===== config.mk =====
export PLATFORM = sky130hd
export DESIGN_NAME = prog_loader
export DESIGN_NICKNAME = d
export VERILOG_FILES = /design/src/rtl/proc_pkg.sv /design/src/rtl/loader_timeout.sv /design/src/rtl/prog_loader.sv
export SDC_FILE = /design/constraint.sdc
export NUM_CORES = 1
export LEC_CHECK = 0
export BUFFER_PORTS_ARGS = -buffer_cell sky130_fd_sc_hd__buf_4
export CAP_MARGIN = 25
export CORE_ASPECT_RATIO = 1.2
export CORE_MARGIN = 1.5
export CORE_UTILIZATION = 25
export DETAILED_ROUTE_END_ITERATION = 7
export PLACE_DENSITY_LB_ADDON = 0.2
export SYNTH_ARGS = -nofsm -noshare
export SYNTH_HDL_FRONTEND = slang
export SYNTH_SLANG_ARGS = --single-unit

===== constraint.sdc =====
create_clock -name clk -period 2.7 [get_ports clk]
set_input_delay 0.135 -clock clk [delete_from_list [all_inputs] [get_ports clk]]
set_output_delay 0.135 -clock clk [all_outputs]
set_load 0.1 [all_outputs]

===== src/rtl/proc_pkg.sv =====
// Shared definitions for the boot-time program loader: data/address widths
// and the loader state encoding.
package proc_pkg;

  localparam int unsigned WORD_W = 8;
  localparam int unsigned ADDR_W = 8;
  localparam int unsigned CNT_W  = WORD_W + 1;

  typedef enum logic [2:0] {
    IDLE,
    GET_LEN,
    GET_DATA,
    WR,
    GET_CHK,
    RUN,
    ERR
  } loader_state_e;

endpackage


===== src/rtl/loader_timeout.sv =====
// Idle-cycle watchdog for the loader: counts enabled cycles since the last clear
// and flags expiry on the cycle the count reaches TIMEOUT (TIMEOUT=0 disables it).
module loader_timeout #(
  parameter int unsigned TIMEOUT = 1024
) (
  input  logic clk,
  input  logic rst,
  input  logic clr,
  input  logic en,
  output logic expired
);

  if (TIMEOUT == 0) begin : g_off
    logic unused_in;
    assign unused_in = clk ^ rst ^ clr ^ en;
    assign expired   = 1'b0;
  end else begin : g_cnt
    localparam int unsigned CW = $clog2(TIMEOUT + 1);

    logic [CW-1:0] cnt_q, cnt_d;
    logic          hit;

    // Expiry fires on the TIMEOUT-th idle cycle so the caller leaves on that edge.
    always_comb begin
      hit   = en && (cnt_q == CW'(TIMEOUT - 1));
      cnt_d = cnt_q;
      if (clr || hit) begin
        cnt_d = '0;
      end else if (en) begin
        cnt_d = cnt_q + 1'b1;
      end
    end

    always_ff @(posedge clk or posedge rst) begin
      if (rst) begin
        cnt_q <= '0;
      end else begin
        cnt_q <= cnt_d;
      end
    end

    assign expired = hit;
  end

endmodule


===== src/rtl/prog_loader.sv =====
// Boot-time program loader: accepts a LEN/data/CHK frame over valid/ready,
// writes it to program memory and releases the CPU only once the checksum matches.
module prog_loader
  import proc_pkg::*;
#(
  parameter logic [ADDR_W-1:0] BASE_ADDR = 8'h00,
  parameter int unsigned       TIMEOUT   = 1024
) (
  input  logic              clk,
  input  logic              rst,
  input  logic              start,
  input  logic              in_valid,
  input  logic [WORD_W-1:0] in_data,
  output logic              in_ready,
  output logic [ADDR_W-1:0] mem_addr,
  output logic [WORD_W-1:0] mem_data,
  output logic              mem_write,
  output logic              cpu_rst,
  output logic              busy,
  output logic              done,
  output logic              error
);

  loader_state_e     state_q, state_d;
  logic [ADDR_W-1:0] addr_q, addr_d;
  logic [ADDR_W-1:0] mem_addr_q, mem_addr_d;
  logic [WORD_W-1:0] mem_data_q, mem_data_d;
  logic [WORD_W-1:0] sum_q, sum_d;
  logic [CNT_W-1:0]  cnt_q, cnt_d;
  logic              cpu_rst_q, cpu_rst_d;
  logic              hs;
  logic              to_expired;

  assign in_ready = (state_q == GET_LEN) || (state_q == GET_DATA) || (state_q == GET_CHK);
  assign hs       = in_valid && in_ready;

  // The watchdog only runs while waiting for a byte; WR and the idle states hold it clear.
  loader_timeout #(
    .TIMEOUT (TIMEOUT)
  ) u_timeout (
    .clk     (clk),
    .rst     (rst),
    .clr     (!in_ready || hs),
    .en      (in_ready && !hs),
    .expired (to_expired)
  );

  always_comb begin
    state_d    = state_q;
    addr_d     = addr_q;
    mem_addr_d = mem_addr_q;
    mem_data_d = mem_data_q;
    sum_d      = sum_q;
    cnt_d      = cnt_q;

    case (state_q)
      IDLE, RUN, ERR: begin
        if (start) begin
          state_d = GET_LEN;
          addr_d  = BASE_ADDR;
          sum_d   = '0;
        end
      end
      GET_LEN: begin
        if (hs) begin
          // LEN=0 encodes a full 256-byte image.
          cnt_d   = {(in_data == '0), in_data};
          state_d = GET_DATA;
        end else if (to_expired) begin
          state_d = ERR;
        end
      end
      GET_DATA: begin
        if (hs) begin
          mem_data_d = in_data;
          mem_addr_d = addr_q;
          sum_d      = sum_q + in_data;
          state_d    = WR;
        end else if (to_expired) begin
          state_d = ERR;
        end
      end
      WR: begin
        addr_d  = addr_q + 1'b1;
        cnt_d   = cnt_q - 1'b1;
        state_d = (cnt_q == CNT_W'(1)) ? GET_CHK : GET_DATA;
      end
      GET_CHK: begin
        if (hs) begin
          state_d = (in_data == sum_q) ? RUN : ERR;
        end else if (to_expired) begin
          state_d = ERR;
        end
      end
      default: state_d = IDLE;
    endcase

    cpu_rst_d = (state_d != RUN);
  end

  always_ff @(posedge clk or posedge rst) begin
    if (rst) begin
      state_q    <= IDLE;
      addr_q     <= BASE_ADDR;
      mem_addr_q <= BASE_ADDR;
      mem_data_q <= '0;
      sum_q      <= '0;
      cnt_q      <= '0;
      cpu_rst_q  <= 1'b1;
    end else begin
      state_q    <= state_d;
      addr_q     <= addr_d;
      mem_addr_q <= mem_addr_d;
      mem_data_q <= mem_data_d;
      sum_q      <= sum_d;
      cnt_q      <= cnt_d;
      cpu_rst_q  <= cpu_rst_d;
    end
  end

  assign mem_addr  = mem_addr_q;
  assign mem_data  = mem_data_q;
  assign mem_write = (state_q == WR);
  assign cpu_rst   = cpu_rst_q;
  assign busy      = in_ready || (state_q == WR);
  assign done      = (state_q == RUN);
  assign error     = (state_q == ERR);

endmodule


### Yosys cells after proc, flatten, opt, wreduce, memory -nomap -nowiden

Cells that the tools add are included.
Widths: inputs -> output; s select.

* $add $sub $neg: 4
* equality and inequality tests: 13
* muxes and demuxes: 16
* reductions and logical operators: 21

Operator list (count)
* $pmux 8 s2: 2
* $mux 11: 2
* $mux 3: 6
* $pmux 9 s2: 1
* $mux 8: 2
* $pmux 3 s5: 1
* $add 11x1->11 const B: 1
* $eq 11x10->1 const B: 1
* $eq 3x3->1 const B: 3
* $eq 9x1->1 const B: 1
* $mux 9: 1
* $sub 9x1->9 const B: 1
* $add 8x1->8 const B: 1
* $add 8x8->8: 1
* $eq 8x8->1: 1
* $logic_not 8->1: 1
* $reduce_bool 2->1: 4
* $eq 3x2->1 const B: 2
* $ne 2x2->1 const B: 3
* $reduce_and 2->1: 3
* $logic_or 1x1->1: 5
* $eq 3x1->1 const B: 1
* $logic_and 1x1->1: 3
* $logic_not 3->1: 1
* other kinds (5): 6

* register bits: 56
* output and inout port bits: 22
* logic and storage cells: 62

### Depth between registers and ports, before layout

Gate-level depths: netlist of run 1.

* word-level depth: 11
* gate-level depth with buffers: 8
* depth with buffers taken out: 8

### Cells and area by module

From an unflattened synthesis of run 1, not the netlist that was laid out.

* cell total of the unflattened synthesis: 313
* area total of the unflattened synthesis: 3216.8 um^2

By module, submodules not included
* prog_loader: times used 1, cells each 253, area an instance 2628.8 um^2, sequential area each 1127.3 um^2
* loader_timeout: times used 1, cells each 60, area an instance 588.1 um^2, sequential area each 275.3 um^2

### Worst setup path after synthesis of run 1

Ideal clock, no wire load.

* kind: register to output
* from: register state_q[2]
* to: output port error
* arrival: 2.884 ns
* required time: 2.565 ns
* setup slack: -0.319 ns
* stages on the path, launching flop included: 3
* cell sequence: dfrtp_1 -> clkbuf_1 -> nor3b_1

* cells in the longest elaborated chain, start to end: 1

RTL lines
* start, declared: line prog_loader.sv:24 `loader_state_e state_q, state_d;`
* start signal, assigned: line prog_loader.sv:111 `state_q <= state_d;`
* $eq 3x3->1: line prog_loader.sv:127 `assign error = (state_q == ERR);`
* end, declared: line prog_loader.sv:21 `output logic error`

Every way passes these cells.

### Final worst setup path of run 1

* from: register state_q[0]
* to: output port mem_write

* cells in the longest elaborated chain, start to end: 1

RTL lines
* $eq 3x2->1: line prog_loader.sv:123 `assign mem_write = (state_q == WR);`
* end, declared: line prog_loader.sv:17 `output logic mem_write,`

Every way passes these cells.

==> impl_metrics.env, run 1 <==
export IMPL_syn_avg_cell_area_sq_um=8.85
export IMPL_cts_tree="done"
export IMPL_die_height_um=121
export IMPL_cellInternalPower_mw=2.03
export IMPL_max_stage_delay_ps=530
export IMPL_switching_share=0.489
export IMPL_setup_tns_ps=0
export IMPL_syn_inst=328
export IMPL_powerDensity_mw_per_mm2=1120
export IMPL_routed_wl_um=7140
export IMPL_grt_pass1_vias=2446
export IMPL_mappedNetlistArea_sq_mm=0.00290
export IMPL_dpl_hpwl_um=5160
export IMPL_critical_path_class="reg -> out"
export IMPL_hold_path_class="in -> reg"
export IMPL_p_comb_frac=0.490
export IMPL_fmax_ghz=0.457
export IMPL_numClockSinks=56
export IMPL_io_pins=34
export IMPL_slowest_stage="dfrtp_1"
export IMPL_htreeDepth=2
export IMPL_crit_family="buffers and inverters"
export IMPL_power_frac_clock=0.198
export IMPL_cts_buffers=5
export IMPL_rsz0062_at_grt="false"
export IMPL_drive_gt1_frac=0.155
export IMPL_p_seq_frac=0.313
export IMPL_tightestPinTransition_ps=992
export IMPL_status="finished clean"
export IMPL_start_util=0.259
export IMPL_finalPower_mw=3.97
export IMPL_drtIter0Drc=91
export IMPL_synth_seq_area_share=0.483
export IMPL_finalHoldViolations=0
export IMPL_vdd_ir_drop_max_mv=0.495
export IMPL_finalSetupViolations=0
export IMPL_num_vias=2362
export IMPL_period_share=0.811
export IMPL_die_area_sq_mm=0.0123
export IMPL_dr_pass1_iters=4
export IMPL_antenna_left=0
export IMPL_slew_headroom=0.335
export IMPL_gp_congestion=0.771
export IMPL_cp_num_buf_inv=2
export IMPL_clock_path_buffers=2
export IMPL_grt_pass1_wl_um=12300
export IMPL_ys_async_sr_fraction=1.00
export IMPL_globalRouteOverflowTotal=0
export IMPL_syn_to_final_growth_pct=22.5
export IMPL_ys_ff_latch=56
export IMPL_ys_warn_count=0
export IMPL_power_leakage_nw=1.64
export IMPL_wl_per_cell_um=13.7
export IMPL_path_max_fanout=14
export IMPL_grt_use_total=0.130
export IMPL_grt_max_degree=29
export IMPL_core_sq_mm=0.0112
export IMPL_synth_top_cell_by_area="dfrtp_1"
export IMPL_cap_violations=0
export IMPL_grt_antenna_before_repair=0
export IMPL_start_kind="flop"
export IMPL_die_x_um=101
export IMPL_synth_top_area_frac=0.474
export IMPL_synth_edf_count=0
export IMPL_fin_skew_ps=7.35
export IMPL_fin_nets=390
export IMPL_critPathCaptureType="output pin"
export IMPL_ys_top_cells_by_area="dfrtp_1 (47%), nand2_1 (9.1%), ha_1 (4.7%)"
export IMPL_slew_violations=0
export IMPL_n_antenna_cell=0
export IMPL_ys_flop_type="dfrtp_1"
export IMPL_drc_errors=0
export IMPL_root_buffer="clkbuf_16"
export IMPL_final_min_clock_period_ps=2190
export IMPL_portBuffers=33
export IMPL_path_cells="nor2b_1 > nand2_1 > clkinv_1 > buf_4"
export IMPL_worstPathArrival_ps=2060
export IMPL_insertion_delay_ps=300
export IMPL_worstPathRequired_ps=2570
export IMPL_viasPerCell=4.53
export IMPL_worst_setup_hold_path_clk_slew_ps=80
export IMPL_synth_cell_types=46
export IMPL_netSwitchingPower_mw=1.94
export IMPL_rows=42
export IMPL_synth_net_count=352
==> power by group through the flow <==
| stage | clock network, mW | registers, mW | logic, mW |
|---|---|---|---|
| 2_1_floorplan | 0 | 1.74 | 0.996 |
| 3_3_place_gp | 0 | 1.25 | 1.95 |
| 3_5_place_dp | 0 | 1.25 | 1.96 |
| 4_1_cts | 0.806 | 1.24 | 1.97 |
| 5_1_grt | 0.843 | 1.28 | 2.13 |
| 6_report | 0.785 | 1.24 | 1.94 |
==> cell usage in the layout, fill, tap and decap left out, types with 8 or more instances in the layout <==
cell type	Yosys	routed
buf_4	0	42
o21ai_0	24	24
nor2_1	33	33
dfrtp_1	55	55
nand2_1	70	70
xor2_1	8	8
ha_1	11	11
nand3_1	21	21
xnor2_1	9	9
a21oi_1	16	16
==> cell type report <==
| cell class | instances | area [sq um] |
|---|---|---|
| fill | 1196 | 7640 |
| sequential | 56 | 1400 |
| clock inverter | 3 | 50.0 |
| multi-input combinational | 251 | 1430 |
| inverter | 9 | 33.8 |
| tap | 154 | 193 |
| timing repair buffer | 43 | 325 |
| clock buffer | 5 | 125 |
==> final timing paths <==
kind / slack [ps] / endpoint / startpoint / cells after the start
max: 510 / mem_write / state_q[0] / 4
min: 80 / mem_data[4] / in_data[4] / 3
max reg2reg: 590 / addr_q[7] / state_q[0] / 7
min reg2reg: 480 / mem_addr[7] / mem_addr[7] / 2
max in group asynchronous: 1590 / cpu_rst / rst / 4
min in group asynchronous: 410 / mem_addr[7] / rst / 3
==> cell families after synthesis <==
logic type,after synthesis,share of synthesized area
AOI/OAI and AO/OA,60,0.122
buffers and inverters,21,0.0272
and+or+nand+nor,157,0.245
muxes,4,0.0138
xor gates and xnor gates,17,0.0513
DFF,56,0.483
adders and majority gates,13,0.0578
==> sequential cells by signal, indices dropped and copies added, names as in the netlist <==
register               count
addr_q                     8
cnt_q                      9
cpu_rst                    1
mem_addr                   8
mem_data                   8
state_q                    3
sum_q                      8
u_timeout.g_cnt.cnt_q     11
==> routing by layer <==
layer	GRT usage	wire length [um]	share of wire
met1	0.169	3370	0.47
met2	0.218	3500	0.49
met3	0.0259	173	0.024
met4	0.0365	91	0.013
met5	0	0	0
==> cells in the mapped netlist, types with 4 or more instances <==
cell type   n
a21oi_1    16
clkbuf_1   11
dfrtp_1    55
ha_1       11
inv_1       7
mux2i_1     4
nand2_1    70
nand3_1    21
nor2_1     33
nor3_1      5
nor4_1      6
o21ai_0    24
xnor2_1     9
xor2_1      8
==> worst min-delay path, cell delays in order <==
cell	delay (ps)
buf_4	120
nand2_1	50
nand2_1	50
==> per-stage QoR <==
step	hold WS (ps)	worst slack [ps]	instances	utilization	area, sq um
5_1_grt	87.3	317	521	0.318	3550
6_report	80.4	510	521	0.318	3550
3_5_place_dp	206	586	512	0.301	3370
2_1_floorplan	240	217	328	-	2910
3_3_place_gp	211	664	512	0.301	3370
4_1_cts	76.8	493	521	0.318	3550
==> timing repair <==
action / CTS / global route
hold endpoints to repair: 18 / 0
hold buffers: 1 / 0
setup buffers: 0 / 0
resized for setup: 0 / 0
(Power assumes the default switching activity.)
==> run 2: changes to the inputs <==
==> constraint.sdc (replaced) <==
create_clock -name clk -period 2.2 [get_ports clk]
set_input_delay 0.11 -clock clk [delete_from_list [all_inputs] [get_ports clk]]
set_output_delay 0.11 -clock clk [all_outputs]
set_load 0.1 [all_outputs]
==> impl_metrics.env, run 2 (synthesis gave the netlist of run 1 again) <==
export IMPL_status="finished clean"
export IMPL_critical_path_class="reg -> out"
export IMPL_grt_pass1_vias=2324
export IMPL_worst_setup_hold_path_clk_slew_ps=80
export IMPL_grt_max_degree=31
export IMPL_routed_wl_um=6910
export IMPL_setup_tns_ps=0
export IMPL_viasPerCell=4.50
export IMPL_power_leakage_nw=1.65
export IMPL_largest_reg_flops=11
export IMPL_start_util=0.259
export IMPL_rsz0062_at_grt="false"
export IMPL_tightestPinTransition_ps=675
export IMPL_wl_met3_um=163
export IMPL_path_max_fanout=17
export IMPL_io_pins=34
export IMPL_fmax_ghz=0.481
export IMPL_start_kind="flop"
export IMPL_numClockSinks=56
export IMPL_cts_tree="done"
export IMPL_worstPathRequired_ps=2090
export IMPL_htreeDepth=2
export IMPL_crit_family="simple AND/OR/NAND/NOR gates"
export IMPL_cp_num_buf_inv=2
export IMPL_final_min_clock_period_ps=2080
export IMPL_antenna_left=0
export IMPL_die_area_sq_mm=0.0123
export IMPL_root_buffer="clkbuf_16"
export IMPL_globalRouteOverflowTotal=0
export IMPL_mostFrequentLayoutCells="nand2_1 (70), dfrtp_1 (55), buf_4 (43)"
export IMPL_slowest_stage="dfrtp_1"
export IMPL_layout_commonest_cell="nand2_1"
export IMPL_wl_met1_um=3320
export IMPL_die_height_um=121
export IMPL_hold_path_class="in -> reg"
export IMPL_clock_path_buffers=2
export IMPL_portBuffers=33
export IMPL_grt_pass1_wl_um=11900
export IMPL_slew_violations=0
export IMPL_met2_length_um=3300
export IMPL_worstPathArrival_ps=1970
export IMPL_grt_use_total=0.124
export IMPL_period_share=0.944
export IMPL_drive_gt1_frac=0.165
export IMPL_cts_buffers=5
export IMPL_reg2reg_slack_ps=180
export IMPL_min_path_cells=3
export IMPL_finalSetupViolations=0
export IMPL_drtIter0Drc=100
export IMPL_die_x_um=101
export IMPL_path_cells="nor2b_1 > nand2_1 > buf_4 > nand2_1 > buf_4"
export IMPL_top_layer_used="met4"
export IMPL_post_cts_buffers=0
export IMPL_slew_headroom=0.550
export IMPL_fin_util=0.319
export IMPL_insertion_delay_ps=300
export IMPL_n_antenna_cell=0
export IMPL_reg_top3="u_timeout.g_cnt.cnt_q (11), cnt_q (9)"
export IMPL_crit_cells=5
export IMPL_rr_startpoint="sum_q[0]"
export IMPL_core_sq_mm=0.0112
export IMPL_dr_pass1_iters=4
export IMPL_rows=42
export IMPL_syn_to_final_growth_pct=22.9
export IMPL_whs_endpoint="mem_data[4]"
export IMPL_cap_violations=0
export IMPL_rr_endpoint="sum_q[6]"
export IMPL_fin_skew_ps=7.76
export IMPL_dpl_hpwl_um=4970
export IMPL_max_stage_delay_ps=510
export IMPL_rr_worst_depth=8
export IMPL_drc_errors=0
export IMPL_grt_antenna_before_repair=0
export IMPL_num_vias=2355
export IMPL_vdd_ir_drop_max_mv=0.731
export IMPL_largest_register="u_timeout.g_cnt.cnt_q"
export IMPL_gp_congestion=0.772
export IMPL_critPathCaptureType="output pin"
export IMPL_min_from="in_data[4]"
export IMPL_powerDensity_mw_per_mm2=1340
export IMPL_wl_per_cell_um=13.2
export IMPL_fin_nets=392
export IMPL_finalHoldViolations=0
run 2: worst max path at each step:
| stage | slack [ps] | start | to |
|---|---|---|---|
| 2_1_floorplan | 100 | state_q[0] | addr_q[4] |
| 3_3_place_gp | 210 | sum_q[0] | sum_q[6] |
| 3_5_place_dp | 180 | sum_q[0] | sum_q[6] |
| 4_1_cts | 110 | state_q[2] | busy |
| 5_1_grt | 1 | state_q[2] | busy |
| 6_report | 120 | state_q[2] | busy |
run 2: repair_timing:
action / CTS / global route
endpoints found under the setup margin: 0 / 0
resized for setup: 0 / 0
hold endpoints to repair: 29 / 0
hold buffers: 1 / 0
run 2: cell type report:
cell class / instances / area (sq um)
clock inverters: 2 / 18.8
fillers: 1188 / 7630
inverters: 9 / 35.0
repair buffers: 45 / 353
multi-input cells: 251 / 1430
well taps: 154 / 193
clock buffers: 6 / 139
flip-flops and latches: 56 / 1400
run 2: tightest hold or removal path, stage by stage:
cell     delay [ps]
buf_4           110
nand2_1          50
nand2_1          50
run 2: routing by layer:
layer / up-vias / GRT usage
li1: 1200 / -
met1: 1108 / 0.169
met2: 40 / 0.198
met3: 7 / 0.0207
met4: 0 / 0.0434
met5: - / 0
run 2: metrics by stage:
step / setup slack (ps) / area (sq um) / hold slack (ps) / power [mW] / cells
finish: 123 / 3570 / 51.3 / 4.80 / 523
global route: 1.50 / 3570 / 60.1 / 5.15 / 523
CTS: 111 / 3570 / 48.3 / 4.86 / 523
detailed placement: 177 / 3400 / 288 / 3.97 / 514
global placement: 205 / 3400 / 290 / 3.96 / 514
floorplan: 100 / 2910 / 215 / 3.36 / 328
run 2: power breakdown:
| part | switching, mW | total (mW) | internal (mW) |
|---|---|---|---|
| Clock | 0.396 | 0.859 | 0.463 |
| Combinational | 1.77 | 2.44 | 0.671 |
| Sequential | 0.209 | 1.50 | 1.29 |
| Total | 2.37 | 4.80 | 2.42 |
==> run 3: changes to the inputs <==
--- a/config.mk
+++ b/config.mk
@@ -5,7 +5,7 @@
 export SDC_FILE = /design/constraint.sdc
 export NUM_CORES = 1
 export LEC_CHECK = 0
-export BUFFER_PORTS_ARGS = -buffer_cell sky130_fd_sc_hd__buf_4
+export BUFFER_PORTS_ARGS = -buffer_cell sky130_fd_sc_hd__clkbuf_2
 export CAP_MARGIN = 25
 export CORE_ASPECT_RATIO = 1.2
 export CORE_MARGIN = 1.5
==> impl_metrics.env, run 3 (synthesis gave the netlist of run 1 again) <==
export IMPL_largest_register="u_timeout.g_cnt.cnt_q"
export IMPL_fin_nets=394
export IMPL_rr_startpoint="sum_q[0]"
export IMPL_antenna_left=0
export IMPL_cts_tree="done"
export IMPL_dp_cells=516
export IMPL_htreeDepth=2
export IMPL_grt_max_degree=29
export IMPL_layout_cells_non_filler=525
export IMPL_finalHoldViolations=0
export IMPL_grt_pass1_wl_um=12200
export IMPL_cts_buffers=5
export IMPL_start_util=0.259
export IMPL_layout_commonest_cell="nand2_1"
export IMPL_fin_skew_ps=5.69
export IMPL_grt_pass1_vias=2450
export IMPL_root_buffer="clkbuf_16"
export IMPL_reg_top3="u_timeout.g_cnt.cnt_q (11), cnt_q (9)"
export IMPL_setup_tns_ps=0
export IMPL_critPathCaptureType="output pin"
export IMPL_dpl_hpwl_um=5040
export IMPL_dr_pass1_iters=4
export IMPL_crit_end="in_ready"
export IMPL_power_leakage_nw=1.65
export IMPL_rsz0062_at_grt="false"
export IMPL_clock_path_buffers=2
export IMPL_multi_input_area_sq_mm=0.00143
export IMPL_portBuffers=33
export IMPL_vdd_ir_drop_max_mv=0.820
export IMPL_die_height_um=121
export IMPL_rr_worst_depth=8
export IMPL_core_sq_mm=0.0112
export IMPL_finalSetupViolations=0
export IMPL_path_max_fanout=9
export IMPL_tightestPinTransition_ps=569
export IMPL_drive_gt1_frac=0.173
export IMPL_mostFrequentLayoutCells="nand2_1 (70), dfrtp_1 (55), nor2_1 (33)"
export IMPL_post_cts_buffers=0
export IMPL_critical_path_class="reg -> out"
export IMPL_slew_headroom=0.622
export IMPL_regArea_sq_mm=0.00140
export IMPL_rr_endpoint="sum_q[6]"
export IMPL_gp_congestion=0.797
export IMPL_reg2reg_slack_ps=190
export IMPL_worstPathArrival_ps=1930
export IMPL_finalPower_mw=4.88
export IMPL_viasPerCell=4.53
export IMPL_cap_violations=0
export IMPL_n_antenna_cell=0
export IMPL_drc_errors=0
export IMPL_fmax_ghz=0.490
export IMPL_worstPathRequired_ps=2090
export IMPL_numClockSinks=56
export IMPL_largest_reg_flops=11
export IMPL_wl_per_cell_um=13.1
export IMPL_period_share=0.928
export IMPL_start_kind="flop"
export IMPL_routed_wl_um=6900
export IMPL_num_vias=2378
export IMPL_slew_violations=0
export IMPL_insertion_delay_ps=290
export IMPL_fillerInstances=1164
export IMPL_syn_to_final_growth_pct=22.0
export IMPL_rows=42
export IMPL_globalRouteOverflowTotal=0
export IMPL_die_area_sq_mm=0.0123
export IMPL_io_pins=34
export IMPL_status="finished clean"
export IMPL_worst_setup_hold_path_clk_slew_ps=70
export IMPL_final_min_clock_period_ps=2040
export IMPL_grt_use_total=0.125
export IMPL_grt_antenna_before_repair=0
export IMPL_powerDensity_mw_per_mm2=1380
export IMPL_crit_path_start="state_q[2]"
export IMPL_die_x_um=101
export IMPL_drtIter0Drc=67
export IMPL_hold_path_class="in -> reg"
==> run 3: cell count changes in the layout (fill, tap and decap cells not counted), sizes merged <==
| cell | delta |
|---|---|
| buf | -29 |
| clkinvlp | -1 |
| clkinv | +1 |
| clkbuf | +31 |
| inv | -1 |
| bufinv | +1 |
==> run 3: what timing repair did <==
item,in CTS,in global routing
hold endpoints to repair,20,0
gates resized for setup,0,1
setup endpoints to repair,0,1
hold buffers,1,0
==> run 3: area by class of cell <==
type	instances	area share
multi-input combinational	251	0.404
sequential	56	0.396
timing repair buffer	47	0.0855
tap	154	0.0544
clock buffer	6	0.0392
clock inverter	2	0.0110
inverter	9	0.00989
==> run 3: worst min-delay path by stage <==
| stage | start | endpoint | slack [ps] | cells past startpoint |
|---|---|---|---|---|
| after floorplan | in_data[0] | mem_data[0] | 220 | 2 |
| after global placement | rst | mem_data[2] | 160 | 2 |
| after detailed placement | rst | mem_data[2] | 160 | 2 |
| after CTS | in_data[0] | mem_data[0] | 80 | 3 |
| after global routing | in_data[0] | mem_data[0] | 100 | 3 |
| final | in_data[0] | mem_data[0] | 80 | 3 |
==> run 3: report_power, final <==
part | switching [mW] | leakage, nW | internal, mW
Sequential | 0.211 | 0.740 | 1.29
Combinational | 1.77 | 0.826 | 0.657
Clock | 0.374 | 0.0871 | 0.571
Total | 2.36 | 1.65 | 2.52
==> run 3: metrics by stage <==
step / instance area [sq um] / util / setup WS (ps) / hold WS, ps
CTS: 3540 / 0.316 / 144 / 83.4
detailed placement: 3350 / 0.299 / 173 / 163
global route: 3540 / 0.316 / 12.2 / 100
floorplan: 2910 / - / 100 / 215
global placement: 3350 / 0.299 / 193 / 160
finish: 3540 / 0.316 / 159 / 82.9
==> run 3: worst max-delay path, cell delays in order (launching register included) <==
cell,delay [ps]
dfrtp_1,540
xor2_1,320
o21ai_0,200
inv_1,120
clkbuf_2,460
==> run 3: per-layer routing <==
layer / GRT usage / wire [um] / up-vias
met1: 0.160 / 3230 / 1150
met3: 0.0190 / 124 / 4
met5: 0 / 0 / -
li1: - / - / 1201
met4: 0.0365 / 79 / 0
met2: 0.214 / 3470 / 23
